===== config.mk =====
export PLATFORM = sky130hd
export DESIGN_NAME = piso_serializer
export DESIGN_NICKNAME = d
export VERILOG_FILES = /design/src/rtl/piso_serializer_pkg.sv /design/src/rtl/piso_serializer.sv
export SDC_FILE = /design/constraint.sdc
export NUM_CORES = 1
export LEC_CHECK = 0
export BUFFER_PORTS_ARGS = -buffer_cell sky130_fd_sc_hd__buf_2
export CORE_AREA = 8 8 45 47
export CTS_CLUSTER_DIAMETER = 200
export CTS_CLUSTER_SIZE = 14
export DETAILED_ROUTE_END_ITERATION = 10
export DIE_AREA = 0 0 53 55
export GPL_TIMING_DRIVEN = 0
export HOLD_SLACK_MARGIN = 0.15
export REMOVE_ABC_BUFFERS = 1
export SKIP_LAST_GASP = 1
export SLEW_MARGIN = 10
export SYNTH_ARGS = -nofsm -noshare
export SYNTH_HDL_FRONTEND = slang
export SYNTH_SLANG_ARGS = --single-unit

===== constraint.sdc =====
create_clock -name clk -period 2.88 [get_ports clk]
set_input_delay 0.288 -clock clk [delete_from_list [all_inputs] [get_ports clk]]
set_output_delay 0.288 -clock clk [all_outputs]
set_load 0.01 [all_outputs]

===== src/rtl/piso_serializer_pkg.sv =====
// Shared definitions for the serial link blocks (piso serializer, sipo
// deserializer and later framing stages).
package piso_serializer_pkg;

    typedef enum logic {
        ST_IDLE  = 1'b0,
        ST_SHIFT = 1'b1
    } state_t;

    // Bit-counter width for a word of the given size.
    function automatic int cnt_w(input int width);
        return $clog2(width);
    endfunction

endpackage


===== src/rtl/piso_serializer.sv =====
// Parallel-in serial-out stage: accepts a word over valid/ready and shifts it
// out one bit per enabled clock, streaming back-to-back words without a gap.
module piso_serializer
    import piso_serializer_pkg::*;
#(
    parameter int WIDTH     = 4,
    parameter bit MSB_FIRST = 1'b1
) (
    input  logic             clk,
    input  logic             rst,
    input  logic             load_valid,
    output logic             load_ready,
    input  logic [WIDTH-1:0] parallel_in,
    input  logic             shift_en,
    output logic             serial_out,
    output logic             frame_valid,
    output logic             last_bit,
    output logic             busy
);

    localparam int             CNT_W   = cnt_w(WIDTH);
    localparam logic [CNT_W-1:0] CNT_LAST = CNT_W'(WIDTH - 1);

    // Handshake: a word transfers on the rising edge where load_valid and
    // load_ready are both high; load_ready never depends on load_valid.
    state_t           state, state_nx;
    logic [WIDTH-1:0] shift_reg, shift_nx;
    logic [CNT_W-1:0] bit_cnt, cnt_nx;
    logic             accept;
    logic [WIDTH-1:0] shifted;

    assign busy        = (state == ST_SHIFT);
    assign frame_valid = busy;
    assign last_bit    = busy && (bit_cnt == CNT_LAST);
    assign load_ready  = (state == ST_IDLE) || (last_bit && shift_en);
    assign accept      = load_valid && load_ready;
    assign serial_out  = frame_valid ? (MSB_FIRST ? shift_reg[WIDTH-1] : shift_reg[0]) : 1'b0;

    // Move the next bit toward whichever end drives serial_out.
    assign shifted = MSB_FIRST ? {shift_reg[WIDTH-2:0], 1'b0}
                               : {1'b0, shift_reg[WIDTH-1:1]};

    always_ff @(posedge clk or negedge rst) begin
        if (!rst) begin
            state     <= ST_IDLE;
            shift_reg <= '0;
            bit_cnt   <= '0;
        end else begin
            state     <= state_nx;
            shift_reg <= shift_nx;
            bit_cnt   <= cnt_nx;
        end
    end

    always_comb begin
        state_nx = state;
        shift_nx = shift_reg;
        cnt_nx   = bit_cnt;
        case (state)
            ST_IDLE: begin
                if (accept) begin
                    state_nx = ST_SHIFT;
                    shift_nx = parallel_in;
                    cnt_nx   = '0;
                end
            end
            ST_SHIFT: begin
                if (shift_en) begin
                    if (bit_cnt != CNT_LAST) begin
                        shift_nx = shifted;
                        cnt_nx   = bit_cnt + 1'b1;
                    end else if (accept) begin
                        // Gap-free reload on the final bit of the current word.
                        shift_nx = parallel_in;
                        cnt_nx   = '0;
                    end else begin
                        state_nx = ST_IDLE;
                        shift_nx = '0;
                        cnt_nx   = '0;
                    end
                end
            end
            default: begin
                state_nx = ST_IDLE;
                shift_nx = '0;
                cnt_nx   = '0;
            end
        endcase
    end

endmodule


==> out/qor.yml <==
power:
  p_sw_uw: 142.7
  pwr-share-seq_pct: 39.3
  power_leakage_uw: 0.0002545
  p_comb_share_pct: 40.7
  powerDensity_nw_per_um2: 907.6
  clockPowerShare_pct: 20.0
  swShare_pct: 32.55
  internal-power_uw: 295.7
  vdd_drop_max_uv: 293.7
  total_power_uw: 438.4
clock_tree:
  htreeDepth: 1
  insertion_delay_ps: 250
  cts_tree: "done"
  cts-root-buf: "clkbuf_4"
  clk_pin_slew_ps: 50
  numCtsBuffers: 3
  cts_buffer_depth: 2
  clkSinkCount: 7
grt:
  use_met3_pct: 4.813
  grt_pass1_vias: 308
  met1_usage_pct: 9.356
  grt_usage_pct: 7.127
  met2_usage_pct: 7.617
  globalRoute.busiestLayer: "met1"
  overflow: 0
  grt_pass1_wl_um: 1476
  antenna_found_initial: 0
  grt_start_max_net_pins: 13
flow_run:
  maxCapViolCount: 0
timing:
  rsz0062_at_grt: "no"
  setup_tns_ps: 0
  fin_hold_ws_ps: 277.3
  drv_slew: 0
  min_period_over_period_pct: 56.13
  slew_headroom_pct: 77.53
  worst_pin_slew_ps: 327.7
  final.setup_skew_ps: 4.773
  period_minus_slack_ps: 1617
  max_freq_mhz: 618.6
  finalHoldViolations: 0
  finalSetupViolCount: 0
critical_path:
  critical_path.slowest_cell: "dfrtp_1"
  path_max_fanout: 6
  crit_chain: "ha_1 -> a21boi_4 -> inv_1 -> buf_2"
  startpoint_type: "flip-flop"
  critPathKind: "reg -> out"
  cp-end-kind: "primary output"
  critical_path_required_ps: 2590
  worst_ep_arrival_time_ps: 1330
  cp-startpoint: "bit_cnt[0]"
  path_buf_inv: 2
  cp_top_family: "flip-flops"
  r2r_start: "bit_cnt[0]"
  max_stage_delay_ps: 410
detailed_routing:
  drtAntennaViolNets: 0
  via_per_inst: 4.672
  drt_iter0_drc: 2
  wirelength_um: 870
  vias: 285
  route.detailed.drc: 0
  routedWlPerCell_um: 14.26
  drt_first_pass_iters: 2
floorplanning:
  row_count: 14
  fp.dieW_um: 53
  core_um2: 1384
  die_height_um: 55
  dieArea_um2: 2915
  start_util_pct: 27.85
  io_pins: 13
final_layout:
  stdcell_area_um2: 483.0
  largest_reg_flops: 4
  layout-area-overhead-vs-synth_pct: 25.32
  final_common_cell: "buf_2"
  nets: 55
  layout_common_cells: "12 x buf_2, 7 x dfrtp_1, 3 x a221o_1, 3 x clkbuf_4"
  fin_util_pct: 34.90
  drive_above_1_share_pct: 48.89
  antennaDiodeCount: 0
synthesis:
  ys_seq_elements: 7
  synth_cells: 30
  synth.avg_cell_area_um2: 12.85
  yosysWarnings: 0
  ys_types: 17
  yosysSeqAreaShare_pct: 45.45
  syn_area_um2: 385.4
min_path:
  worstHoldStart: "parallel_in[0]"
  min_path_type: "in -> reg"
place:
  place_hpwl_um: 676.4
  port_buffers: 12
  place_area_um2: 446.7
  gp_congestion: 0.6647
outcome:
  run_status: "finished, final reports clean"
[metrics by stage]
step                instances  setup WS, ps
finish                     61          1263
global route               61          1142
CTS                        61          1240
detailed placement         56          1431
global placement           56          1431
floorplan                  28          1536
[cell usage after synthesis]
master    count  area, um2
a21boi_4      1      18.77
a221o_1       3      30.03
a22o_1        2      17.52
a22o_2        1      10.01
and2_1        2      12.51
and4b_1       2      20.02
and4b_2       1      11.26
buf_4         1      7.510
buf_6         1      11.26
dfrtp_1       7      175.2
ha_1          1      12.51
inv_1         1      3.750
mux2_2        2      22.52
mux2i_1       1      10.01
nor2_1        2      7.510
nor2b_2       1      8.760
or2_2         1      6.260
[cell type report]
type,count,area [um2]
flip-flops and latches,7,175.2
well taps,16,20.02
inverters,1,3.754
repair buffers,13,70.07
fillers,138,900.9
clock buffers,4,26.28
multi-input cells,20,187.7
[per-layer routing]
layer / wire length, um / vias to the layer above / part of all wire, %
met4: 0 / 0 / 0
met3: 106 / 0 / 12
met1: 457 / 129 / 53
met2: 307 / 13 / 35
li1: - / 143 / -
met5: 0 / - / 0
[final timing paths]
path | end | depth (start not counted) | slack [ps]
hold reg to reg | shift_reg[3] | 1 | 510
max in group asynchronous | shift_reg[2] | 2 | 2320
min in group asynchronous | shift_reg[0] | 2 | 400
setup reg to reg | shift_reg[3] | 4 | 1430
hold / removal | shift_reg[0] | 2 | 280
setup / recovery | load_ready | 4 | 1260
[power by group through the flow]
stage	combinational, uW	clock, uW	sequential, uW
floorplan	131	0	166
global placement	177	0	170
detailed placement	180	0	175
CTS	183	93.2	173
global route	202	104	178
finish	178	87.8	172
[logic make-up (layout without fill, tap and decap cells)]
kind of cell,count (synthesis),in the layout,share of synthesized area [%]
and+or+nand+nor,9,9,17.21
AOI/OAI and AO/OA,7,7,19.81
DFF,7,7,45.46
muxes,3,3,8.441
buffers and inverters,3,18,5.844
adders and majority gates,1,1,3.246
[timing repair]
| action | CTS | global route |
|---|---|---|
| hold endpoints to repair | 7 | 0 |
| hold buffers | 1 | 0 |
| buffers inserted | 0 | 0 |
| gates resized for setup | 0 | 0 |
Power figures use the tool's default switching activity.
